==> src/rtl/pc_unit_pkg.sv <==
// Shared constants, selector/RAS encodings and the RAS op decoder for the fetch-stage PC unit.
package pc_unit_pkg;

  // Instruction alignment mask applied to redirect targets
  localparam logic [1:0]  ALIGN_MASK = 2'b11;
  // Sequential PC increment in bytes
  localparam int unsigned PC_INC     = 4;
  // Width of the post-reset hold counter (RST_HOLD range 0..15)
  localparam int unsigned HOLD_W     = 4;

  typedef enum logic [2:0] {
    SEL_RESET,
    SEL_CSR,
    SEL_ALU,
    SEL_HOLD,
    SEL_SEQ
  } pc_sel_e;

  typedef enum logic [1:0] {
    RAS_NONE,
    RAS_PUSH,
    RAS_POP,
    RAS_REPLACE
  } ras_op_e;

  // Map call/return qualifiers of an enabled jump onto a RAS operation
  function automatic ras_op_e ras_decode(input logic en, input logic call, input logic ret);
    ras_op_e op;
    op = RAS_NONE;
    if (en) begin
      case ({call, ret})
        2'b10:   op = RAS_PUSH;
        2'b01:   op = RAS_POP;
        2'b11:   op = RAS_REPLACE;
        default: op = RAS_NONE;
      endcase
    end
    return op;
  endfunction

endpackage

==> src/rtl/pc_ras.sv <==
// Circular return-address stack: push overwrites the oldest entry when full,
// pop on empty is ignored, replace rewrites the top (or pushes when empty).
module pc_ras
  import pc_unit_pkg::*;
#(
  parameter int unsigned WIDTH = 32,
  parameter int unsigned DEPTH = 4
) (
  input  logic             clk,
  input  logic             rst,
  input  ras_op_e          op,
  input  logic [WIDTH-1:0] data,
  output logic [WIDTH-1:0] top,
  output logic             valid
);

  localparam int unsigned PTR_W = $clog2(DEPTH);
  localparam int unsigned CNT_W = $clog2(DEPTH + 1);

  logic [WIDTH-1:0] mem [DEPTH];
  logic [PTR_W-1:0] ptr, ptr_d;
  logic [CNT_W-1:0] cnt, cnt_d;
  logic             wr_en;
  logic [WIDTH-1:0] top_d;

  // Next pointer/count and write enable for the requested operation
  always_comb begin
    ptr_d = ptr;
    cnt_d = cnt;
    wr_en = 1'b0;
    case (op)
      RAS_PUSH: begin
        ptr_d = ptr + PTR_W'(1);
        wr_en = 1'b1;
        if (cnt != CNT_W'(DEPTH)) cnt_d = cnt + CNT_W'(1);
      end
      RAS_POP: begin
        if (cnt != '0) begin
          ptr_d = ptr - PTR_W'(1);
          cnt_d = cnt - CNT_W'(1);
        end
      end
      RAS_REPLACE: begin
        wr_en = 1'b1;
        if (cnt == '0) cnt_d = CNT_W'(1);
      end
      default: ;
    endcase
  end

  // Top-of-stack value after this cycle's update (write data bypasses the array)
  always_comb begin
    top_d = '0;
    if (cnt_d != '0) top_d = wr_en ? data : mem[ptr_d];
  end

  // Stack storage, pointer, count and registered top/valid
  always_ff @(posedge clk) begin
    if (rst) begin
      for (int i = 0; i < int'(DEPTH); i++) mem[i] <= '0;
      ptr   <= '0;
      cnt   <= '0;
      top   <= '0;
      valid <= 1'b0;
    end else begin
      if (wr_en) mem[ptr_d] <= data;
      ptr   <= ptr_d;
      cnt   <= cnt_d;
      top   <= top_d;
      valid <= (cnt_d != '0);
    end
  end

endmodule

==> src/rtl/pc_unit.sv <==
// Fetch-stage program-counter generator: prioritised next-PC selection,
// post-reset hold, misaligned-redirect flagging and return-address prediction.
module pc_unit
  import pc_unit_pkg::*;
#(
  parameter int unsigned           OPD_WIDTH    = 32,
  parameter int unsigned           PC_WIDTH     = 12,
  parameter logic [OPD_WIDTH-1:0]  RESET_VECTOR = '0,
  parameter int unsigned           RST_HOLD     = 1,
  parameter int unsigned           RAS_DEPTH    = 4
) (
  input  logic                 clk,
  input  logic                 rst,
  input  logic                 stall,
  input  logic                 branch,
  input  logic                 comp_result,
  input  logic                 jump,
  input  logic                 is_call,
  input  logic                 is_ret,
  input  logic                 csr_sel,
  input  logic [OPD_WIDTH-1:0] alu_result,
  input  logic [OPD_WIDTH-1:0] csr_out,
  output logic [OPD_WIDTH-1:0] pc_out,
  output logic [OPD_WIDTH-1:0] pc_plus4,
  output logic [PC_WIDTH-1:0]  next_pc,
  output logic                 misalign,
  output logic [OPD_WIDTH-1:0] misalign_addr,
  output logic [OPD_WIDTH-1:0] ras_top,
  output logic                 ras_valid
);

  logic [HOLD_W-1:0]    hold_cnt;
  logic                 in_hold;
  logic                 taken;
  logic                 bad_target;
  pc_sel_e              sel;
  logic [OPD_WIDTH-1:0] target;
  logic                 ras_en;
  ras_op_e              ras_op;

  // Post-reset hold counter: loads on reset, counts down to zero afterwards
  always_ff @(posedge clk) begin
    if (rst) begin
      hold_cnt <= HOLD_W'(RST_HOLD);
    end else if (hold_cnt != '0) begin
      hold_cnt <= hold_cnt - HOLD_W'(1);
    end
  end

  // Priority selection of the next PC source; misaligned ALU targets hold the PC
  always_comb begin
    in_hold    = rst | (hold_cnt != '0);
    taken      = (branch & comp_result) | jump;
    bad_target = taken & ~csr_sel & ((alu_result[1:0] & ALIGN_MASK) != 2'b00);
    sel        = SEL_SEQ;
    if (in_hold)               sel = SEL_RESET;
    else if (csr_sel)          sel = SEL_CSR;
    else if (taken && !bad_target) sel = SEL_ALU;
    else if (taken || stall)   sel = SEL_HOLD;
    else                       sel = SEL_SEQ;
  end

  // Target value for the selected source
  always_comb begin
    target = pc_out + OPD_WIDTH'(PC_INC);
    case (sel)
      SEL_RESET: target = RESET_VECTOR;
      SEL_CSR:   target = csr_out;
      SEL_ALU:   target = alu_result;
      SEL_HOLD:  target = pc_out;
      default:   target = pc_out + OPD_WIDTH'(PC_INC);
    endcase
    next_pc = target[PC_WIDTH-1:0];
  end

  // PC register and its precomputed +4
  always_ff @(posedge clk) begin
    if (rst) begin
      pc_out   <= RESET_VECTOR;
      pc_plus4 <= RESET_VECTOR + OPD_WIDTH'(PC_INC);
    end else begin
      pc_out   <= target;
      pc_plus4 <= target + OPD_WIDTH'(PC_INC);
    end
  end

  // One-cycle misalignment flag with the offending target captured alongside
  always_ff @(posedge clk) begin
    if (rst) begin
      misalign      <= 1'b0;
      misalign_addr <= '0;
    end else begin
      misalign <= bad_target & ~in_hold;
      if (bad_target && !in_hold) misalign_addr <= alu_result;
    end
  end

  // RAS moves only on an unstalled, non-trap jump outside the reset hold
  always_comb begin
    ras_en = jump & ~stall & ~csr_sel & ~in_hold;
    ras_op = ras_decode(ras_en, is_call, is_ret);
  end

  pc_ras #(
    .WIDTH (OPD_WIDTH),
    .DEPTH (RAS_DEPTH)
  ) u_ras (
    .clk   (clk),
    .rst   (rst),
    .op    (ras_op),
    .data  (pc_plus4),
    .top   (ras_top),
    .valid (ras_valid)
  );

endmodule

==> config.mk <==
export PLATFORM = sky130hd
export DESIGN_NAME = pc_unit
export DESIGN_NICKNAME = d
export VERILOG_FILES = /design/src/rtl/pc_unit_pkg.sv /design/src/rtl/pc_ras.sv /design/src/rtl/pc_unit.sv
export SDC_FILE = /design/constraint.sdc
export NUM_CORES = 1
export LEC_CHECK = 0
export BUFFER_PORTS_ARGS = -buffer_cell sky130_fd_sc_hd__buf_2
export CAP_MARGIN = 20
export CORE_ASPECT_RATIO = 0.9
export CORE_MARGIN = 2
export CORE_UTILIZATION = 55
export CTS_BUF_LIST = sky130_fd_sc_hd__clkbuf_8
export CTS_CLUSTER_DIAMETER = 60
export CTS_CLUSTER_SIZE = 14
export DETAILED_ROUTE_END_ITERATION = 6
export PLACE_DENSITY = 0.79
export SLEW_MARGIN = 15
export SYNTH_ARGS = -nofsm -noshare
export SYNTH_HDL_FRONTEND = slang
export SYNTH_SLANG_ARGS = --single-unit
==> constraint.sdc <==
create_clock -name clk -period 7.5 [get_ports clk]
set_clock_uncertainty 0.05 [all_clocks]
set_input_delay 2.25 -clock clk [delete_from_list [all_inputs] [get_ports clk]]
set_output_delay 2.25 -clock clk [all_outputs]
set_load 0.02 [all_outputs]
---- Yosys cells after proc, flatten, opt, wreduce, memory -nomap -nowiden ----
Memories as Yosys holds them, arrays and structs flattened. A register that Yosys moved wholly into a read port is not among the register bits.
Index checks and enable logic that the tools add are counted.
operators by class
  bitwise gates (word level) .............. 13
  shift operators ......................... 0
  multiplexer cells ....................... 22
  magnitude comparators ................... 0
  multipliers ............................. 0
  $add $sub $neg .......................... 7
  divide/modulo/power cells ............... 0
  reduce and logical (&&, ||, !) cells .... 14
  equality and inequality tests ........... 10
operators by type and width
  kind                     number
  $pmux W32 S4             1
  $add A32 B3 Y32 const B  2
  $mux W32                 1
  $reduce_or A32 Y1        1
  $mux W3                  7
  $pmux W3 S3              1
  $eq A2 B2 Y1 const B     4
  $and A1 B1 Y1            7
  $mux W1                  7
  $eq A3 B2 Y1 const B     2
  $logic_not A3 Y1         2
  $mux W2                  3
  $pmux W2 S3              1
  $reduce_bool A3 Y1       2
  $eq A2 B1 Y1 const B     2
  $not A1 Y1               4
  $pmux W2 S2              1
  $reduce_bool A4 Y1       1
  $reduce_or A2 Y1         2
  $sub A4 B1 Y4 const B    1
  $add A3 B1 Y3 const B    1
  $eq A3 B1 Y1 const B     1
  $ne A3 B3 Y1 const B     1
  $sub A3 B1 Y3 const B    1
  7 further kinds          10
storage, ports and cells
  register bits ........................... 107
  bits in latches ......................... 0
  memories ................................ 1
  RAM bits ................................ 128
  memory bits (read-only) ................. 0
  logic and storage cells ................. 75
  bits of input ports ..................... 73
  output and inout bits ................... 142
memory list
  name       words  width  read ports  clocked after Yosys merged registers in  write ports  RTL line      source
  u_ras.mem  4      32     1           1                                        4            pc_ras.sv:20  logic [WIDTH-1:0] mem [DEPTH];

---- Longest topological paths before layout ----
Gate-level depths: netlist (run 1).
  depth in word-level cells ............... 13
  mapped depth ............................ 19
  depth with buffers taken out ............ 14

---- By module ----
A second synthesis (run 1) with hierarchy kept.
unflattened totals
  cells, all modules ...................... 1223
  area total of the unflattened synthesis .. 12764.7 µm²
by module, submodules not included
  module   cells each  seq. area each (µm²)  times used  area an instance (µm²)
  pc_ras   558         4604.4                1           7429.6
  pc_unit  665         1981.9                1           5335.1

---- Worst setup path before layout (run 1) ----
Ideal clock, no wire load.
  kind .................................... in2out
  start point ............................. input port rst
  end point ............................... output port next_pc[5]
  required time ........................... 5.200 ns
  path slack .............................. 1.189 ns
  stages on the path ...................... 8
  arrival ................................. 4.011 ns
  path buffers ............................ 4
  cell sequence ........................... buf_6 nor3_2 nand2_1 nor2_1 clkbuf_1 clkbuf_1 a21oi_1 buf_4
on the way
  word-level cells in the longest chain between the ends .. 4
  elaborated cells between the ends (all ways) .. 7
  classes of those cells .................. eq/ne: 3; mux: 2; bitwise: 1; reduce/logical: 1
RTL lines
  what                                  RTL line       source
  start, declared                       pc_unit.sv:13  input logic rst,
  $or A1 B1 Y1 (*)                      pc_unit.sv:52  in_hold = rst | (hold_cnt != '0);
  $mux W3 (*)                           pc_unit.sv:56  if (in_hold) sel = SEL_RESET;
  $eq A3 B2 Y1 (tied with other cells)  pc_unit.sv:66  case (sel)
  $pmux W32 S4 (*)                      pc_unit.sv:66
  end, declared                         pc_unit.sv:25  output logic [PC_WIDTH-1:0] next_pc,
Mark *: on every way between the ends. The rest lies on a longest branch, timed or not.

---- Final worst setup path (run 1) ----
  start point ............................. input port rst
  end point ............................... output port next_pc[8]
The elaborated chain is that of the path after synthesis.

==> reports/results.tsv, run 1 <==
metric	value	unit
r2r endpoint	u_ras.mem[1][11]	
CTS resizes	0	
Power Density	213	nW/um^2
Area Growth Syn to Fin	13.4	%
drt pass-1 iters	6	
Post-Route WL	34000	um
hold-fix buffers at CTS	0	
Lkg Pwr	5.77	nW
RSZ-0062 raised after global routing	no	
share of the synthesized area in the top cell type	31.3	%
number of global-route vias before repair	9566	
layout cell share with drive strength beyond 1	21.1	%
Worst Hold Endpoint	misalign_addr[16]	
Vias	10052	
Die Span X	162	um
Mean Syn Cell Area	9.79	um^2
CP Max Fanout	17	
global placer's final weighted congestion	0.940	
Hold Violations, Final	0	
vias per inst	5.80	
Worst Setup End Kind	output pin	
maximum VDD drop	132	uV
postcts setup bufs	0	
DP HPWL	23800	um
GRT Resource Usage Total	28.4	%
largest net degree at the start of global routing	69	
Ys Warns	0	
first-pass GRT wire length	52900	um
Post-synth top flop	dfxtp_1	
wire per inst	19.6	um
CTS tree	built	
Worst Max-Slew Pin Slew	1.04	ns
Seq/Total Area, Yosys	53.6	%
hold path depth	2	
CTS H-Tree Depth	1	
Async SR Flop Fraction	0	%
DR iter-0 viols	1090	
hold_sp	misalign_addr[16]	
Design Area, Final	13900	um^2
placed instance area	13500	um^2
Core ar.	21800	um^2
ANT cells	0	
Reg clk slew, reported paths	0.09	ns
Clock Root Buffer	clkbuf_8	
Setup CP Type	primary input to output pin	
worst hold path type	flip-flop to flip-flop	
fin crit share	87.7	%
Clock Tree Buf Depth	3	
Max Slew Vio Count	0	
Mapped Cells	1256	
Tmin final	6.57	ns
io pins	215	
worst hold slack	0.405	ns
TritonCTS Buffers	23	
FP Rows	51	
GR Overflow Total	0	
endpoints failing setup	0	
reg2reg path depth	14	
maxcap violations	0	
DRC errors left	0	
worst r2r src	hold_cnt[0]	
reg-to-reg slack, setup	2.94	ns
Port Buffers	214	
number of synthesized flops with an enable pin	128	
worst path required time	5.20	ns
Seq cells post-synth	265	
largest area contributor in the netlist	edfxtp_1	
Initial Util	56.5	%
post-layout util	64.0	%
Skew-Pair Late Insertion Delay	0.57	ns
Rel. slew slack	30.6	%
Setup crit start kind	primary input	
crit path DAT	4.27	ns
Detail Route Antenna Nets	0	
Nets	1513	
Synth area leaders	edfxtp_1 31%, dfxtp_1 22%, and2_1 8.3%, nand2_1 5.2%, a21oi_1 3.9%	
Synth Cell Area	12300	um^2
status	complete, no violations	
setup TNS	0	ns
number of distinct library cells after synthesis	71	
max frequency	0.152	GHz
CTS sink count	265	
die area	23600	um^2
Synthesized Nets	1343	
DIE HEIGHT	146	um
antenna violations before repair	1	
==> flip-flops by register name, summed over array words and instances, names as in the netlist <==
name / flops
pc_plus4: 30
misalign: 1
misalign_addr: 32
u_ras.top: 32
u_ras.ptr: 2
hold_cnt: 4
u_ras.valid: 1
u_ras.mem: 128
u_ras.cnt: 3
pc_out: 32
==> cell usage after synthesis, types with 8 or more instances <==
cell type  number
a211oi_1       41
a21oi_1        97
a22o_1         10
a22oi_1         9
a31oi_1        42
and2_1        163
buf_1           9
buf_4          14
clkbuf_1       63
dfxtp_1       137
edfxtp_1      128
ha_1           14
inv_1          37
mux2_2          8
nand2_1       170
nand3_1        28
nand4_1         9
nor2_1         68
nor3_1         25
o21ai_0        20
or3_1          10
xnor2_1        32
xor2_1         12
==> stage by stage <==
step           worst slack [ns]  cells  total power, mW
2_1_floorplan              1.19   1256             2.01
3_3_place_gp              0.975   1692             2.19
3_5_place_dp              0.970   1692             2.20
4_1_cts                   0.971   1733             2.97
5_1_grt                   0.746   1733             3.07
6_report                  0.926   1733             2.96
==> cell type report <==
class | count | area, um^2
timing repair buffer | 238 | 1250
clock buffer | 24 | 330
fill | 1820 | 7830
clock inverter | 17 | 78.8
sequential | 265 | 6590
multi-input combinational | 861 | 5180
inverter | 37 | 139
tap | 291 | 364
==> where the power goes <==
group	internal, mW	total [mW]	switching [mW]
Sequential	1.60	1.70	0.102
Clock	0.304	0.786	0.482
Combinational	0.167	0.475	0.308
==> critical path: stages <==
cell	delay (ns)
buf_2	0.14
nor3_2	0.26
and3_1	0.65
nand2_1	0.18
a22o_1	0.28
a31oi_1	0.16
buf_4	0.18
buf_2	0.17
==> routing by layer <==
metal  vias to the layer above  global-route usage, %  share of wire (%)  routed length, um
met5                         -                      0              0.047                 16
met1                      4790                   40.3                 43              14600
met4                         2                   7.86                3.1               1050
met2                       455                   45.0                 45              15400
met3                        67                   4.99                8.6               2930
li1                       4738                      -                  -                  -
==> layout by cell type (no fill, tap or decap), types with 3 or more instances in the layout <==
cell type / netlist / final
a31o_2: 6 / 6
o21ai_0: 20 / 19
buf_2: 5 / 214
edfxtp_1: 128 / 128
a21oi_1: 97 / 97
nor3_1: 25 / 23
nor2b_1: 3 / 3
mux2i_1: 4 / 4
clkbuf_8: 0 / 24
a31oi_1: 42 / 41
dfxtp_1: 137 / 137
nand2_1: 170 / 170
or4_1: 5 / 5
xor2_1: 12 / 12
nor3b_1: 4 / 4
xnor2_1: 32 / 32
nand3_2: 4 / 5
a22oi_1: 9 / 9
buf_4: 14 / 24
a221oi_1: 6 / 6
a22o_1: 10 / 10
nand2b_1: 3 / 3
nor3_2: 1 / 3
mux2_2: 8 / 8
inv_1: 37 / 50
nor4_1: 7 / 7
a211oi_1: 41 / 40
and4_1: 5 / 5
nor2_1: 68 / 67
or3_1: 10 / 10
or2_2: 3 / 3
and2_1: 163 / 163
and3_1: 5 / 5
nand3_1: 28 / 27
nand4_1: 9 / 9
o311ai_0: 3 / 3
ha_1: 14 / 14
==> how the worst max path moves through the flow <==
stage / start / to / slack, ns / cells after the start
2_1_floorplan: rst / next_pc[5] / 1.19 / 8
3_3_place_gp: rst / next_pc[8] / 0.97 / 8
3_5_place_dp: rst / next_pc[8] / 0.97 / 8
4_1_cts: rst / next_pc[8] / 0.97 / 8
5_1_grt: rst / next_pc[8] / 0.75 / 8
6_report: rst / next_pc[8] / 0.93 / 8
==> cell families (layout without fill, tap and decap cells) <==
| logic type | Yosys count | in the layout | synth area share [%] |
|---|---|---|---|
| multiplexers | 13 | 13 | 1.15 |
| adder cells (fa/ha/maj) | 14 | 14 | 1.43 |
| AO/OA/AOI/OAI | 264 | 264 | 13.9 |
| XOR/XNOR | 44 | 44 | 3.14 |
| flip-flops | 265 | 265 | 53.6 |
| AND/OR/NAND/NOR | 526 | 526 | 22.3 |
| buffers and inverters | 130 | 316 | 4.57 |
Power figures use the tool's default switching activity.
==> run 2, diff against run 1 <==
- CORE_UTILIZATION: 55 -> 41
- PLACE_DENSITY: 0.79 -> default
==> reports/results.tsv, run 2 (synthesis gave the netlist of run 1 again) <==
metric	value	unit	change
status	complete, no violations		
Port Buffers	214		unchanged
ANT cells	0		unchanged
drt pass-1 iters	5		-1
Clock Root Buffer	clkbuf_8		
setup TNS	0	ns	unchanged
max frequency	0.148	GHz	-2.5%
Die Span X	187	um	+15%
die area	31400	um^2	+33%
worst hold path type	flip-flop to flip-flop		
Clock Tree Buf Depth	3		unchanged
fin crit share	89.9	%	+2.2 points
DR iter-0 viols	863		-21%
Area Growth Syn to Fin	16.1	%	
Setup crit start kind	primary input		
antenna violations before repair	3		+2
GR Overflow Total	0		unchanged
most frequent cells in the layout	214 x buf_2, 170 x nand2_1, 163 x and2_1, 137 x dfxtp_1, 128 x edfxtp_1		
CTS tree	built		
worst path cell trace	buf_2 -> a21oi_1 -> nor2_1 -> nor3_1 -> or3_1 -> a22oi_1 -> buf_2		
Biggest register	u_ras.mem		
CTS resizes	0		unchanged
hold-fix buffers at CTS	0		unchanged
TritonCTS Buffers	26		+13%
crit-path max cell delay	0.68	ns	+0.03 ns
CP Max Fanout	12		-5
Nets	1519		+0.40%
Worst Max-Slew Pin Slew	1.05	ns	+0.0136 ns
vias per inst	5.35		-7.8%
GRT Resource Usage Total	22.0	%	-6.4 points
DRC errors left	0		unchanged
DP HPWL	24100	um	+1.1%
overall power	3.15	mW	+6.2%
commonest non-fill, non-tap cell in the layout	buf_2		
Max Slew Vio Count	0		unchanged
Core ar.	29700	um^2	+37%
RSZ-0062 raised after global routing	no		
Slowest-stage cell, CP	nor2_1		
endpoints failing setup	0		unchanged
postcts setup bufs	0		unchanged
Skew-Pair Late Insertion Delay	0.58	ns	about the same
reg-to-reg slack, setup	3.00	ns	+0.06 ns
CTS H-Tree Depth	1		unchanged
Worst Setup End Kind	output pin		
io pins	215		unchanged
Setup CP Type	primary input to output pin		
maxcap violations	0		unchanged
Hold Violations, Final	0		unchanged
FP Rows	60		+18%
Initial Util	41.3	%	-15 points
Vias	9918		-1.3%
CP dominant cell by count	buf_2		
Post-Route WL	35100	um	+3.2%
Lkg Pwr	5.85	nW	+1.4%
Power Density	220	nW/um^2	+3.7%
global placer's final weighted congestion	0.853		-9.2%
layout cell share with drive strength beyond 1	22.0	%	+0.90 points
Crit path max-delay family	simple AND/OR/NAND/NOR gates		
Rel. slew slack	29.6	%	-0.98 points
crit path DAT	4.44	ns	+0.17 ns
wire per inst	18.9	um	-3.5%
CTS sink count	265		unchanged
Tmin final	6.74	ns	+0.168 ns
maximum VDD drop	170	uV	+29%
largest net degree at the start of global routing	55		-20%
worst path required time	5.20	ns	about the same
Detail Route Antenna Nets	0		unchanged
Reg clk slew, reported paths	0.08	ns	about the same
Bufs and invs on worst path	2		-1
DIE HEIGHT	168	um	+15%
number of global-route vias before repair	9702		+1.4%
first-pass GRT wire length	55000	um	+3.9%
max reg flops	128		unchanged
run 2: changes by cell type in the layout (fill, tap and decap cells not counted), moves of 2 or more:
cell	before	now
clkinv_2	0	4
clkbuf_8	24	26
bufinv_16	0	3
inv_1	50	44
clkinvlp_4	0	2
run 2: worst paths after layout:
path,endpoint,cells after the start,start
setup / recovery,next_pc[11],7,branch
hold / removal,misalign_addr[21],2,misalign_addr[21]
setup reg to reg,u_ras.mem[2][1],14,hold_cnt[0]
hold reg to reg,misalign_addr[21],2,misalign_addr[21]
run 2: tightest hold or removal path: cells and delay by family (launching register included):
family	cells	cell delay (ns)
AOI/OAI and AO/OA	1	0.05
DFF	1	0.31
and+or+nand+nor	1	0.05
run 2: metrics by stage:
| stage | cells | util [%] | cell area, um^2 | hold WS, ns | setup slack (ns) |
|---|---|---|---|---|---|
| floorplan | 1256 | - | 12300 | 0.434 | 1.19 |
| global placement | 1806 | 46.1 | 13700 | 0.389 | 0.786 |
| detailed placement | 1806 | 46.1 | 13700 | 0.394 | 0.768 |
| CTS | 1853 | 47.9 | 14200 | 0.406 | 0.759 |
| global route | 1854 | 48.0 | 14300 | 0.432 | 0.589 |
| finish | 1854 | 48.0 | 14300 | 0.405 | 0.758 |
run 2: layout make-up:
type                    instances  area (um^2)
clock inverters                21          190
flip-flops and latches        265         6590
fillers                      2850        15500
multi-input cells             861         5180
repair buffers                241         1310
inverters                      37          139
well taps                     403          504
clock buffers                  26          358
run 2: report_power, final:
group	switching, mW	internal, mW	leakage [nW]
Sequential	0.0977	1.60	2.43
Combinational	0.308	0.170	3.11
Clock	0.531	0.440	0.307
Total	0.938	2.21	5.85
run 2: routing by layer:
layer	GRT usage [%]	up-vias	routed length, um
met5	0.154	-	11
met4	5.56	2	791
met3	4.54	56	2400
met2	36.4	343	16200
met1	29.6	4762	15700
li1	-	4755	-
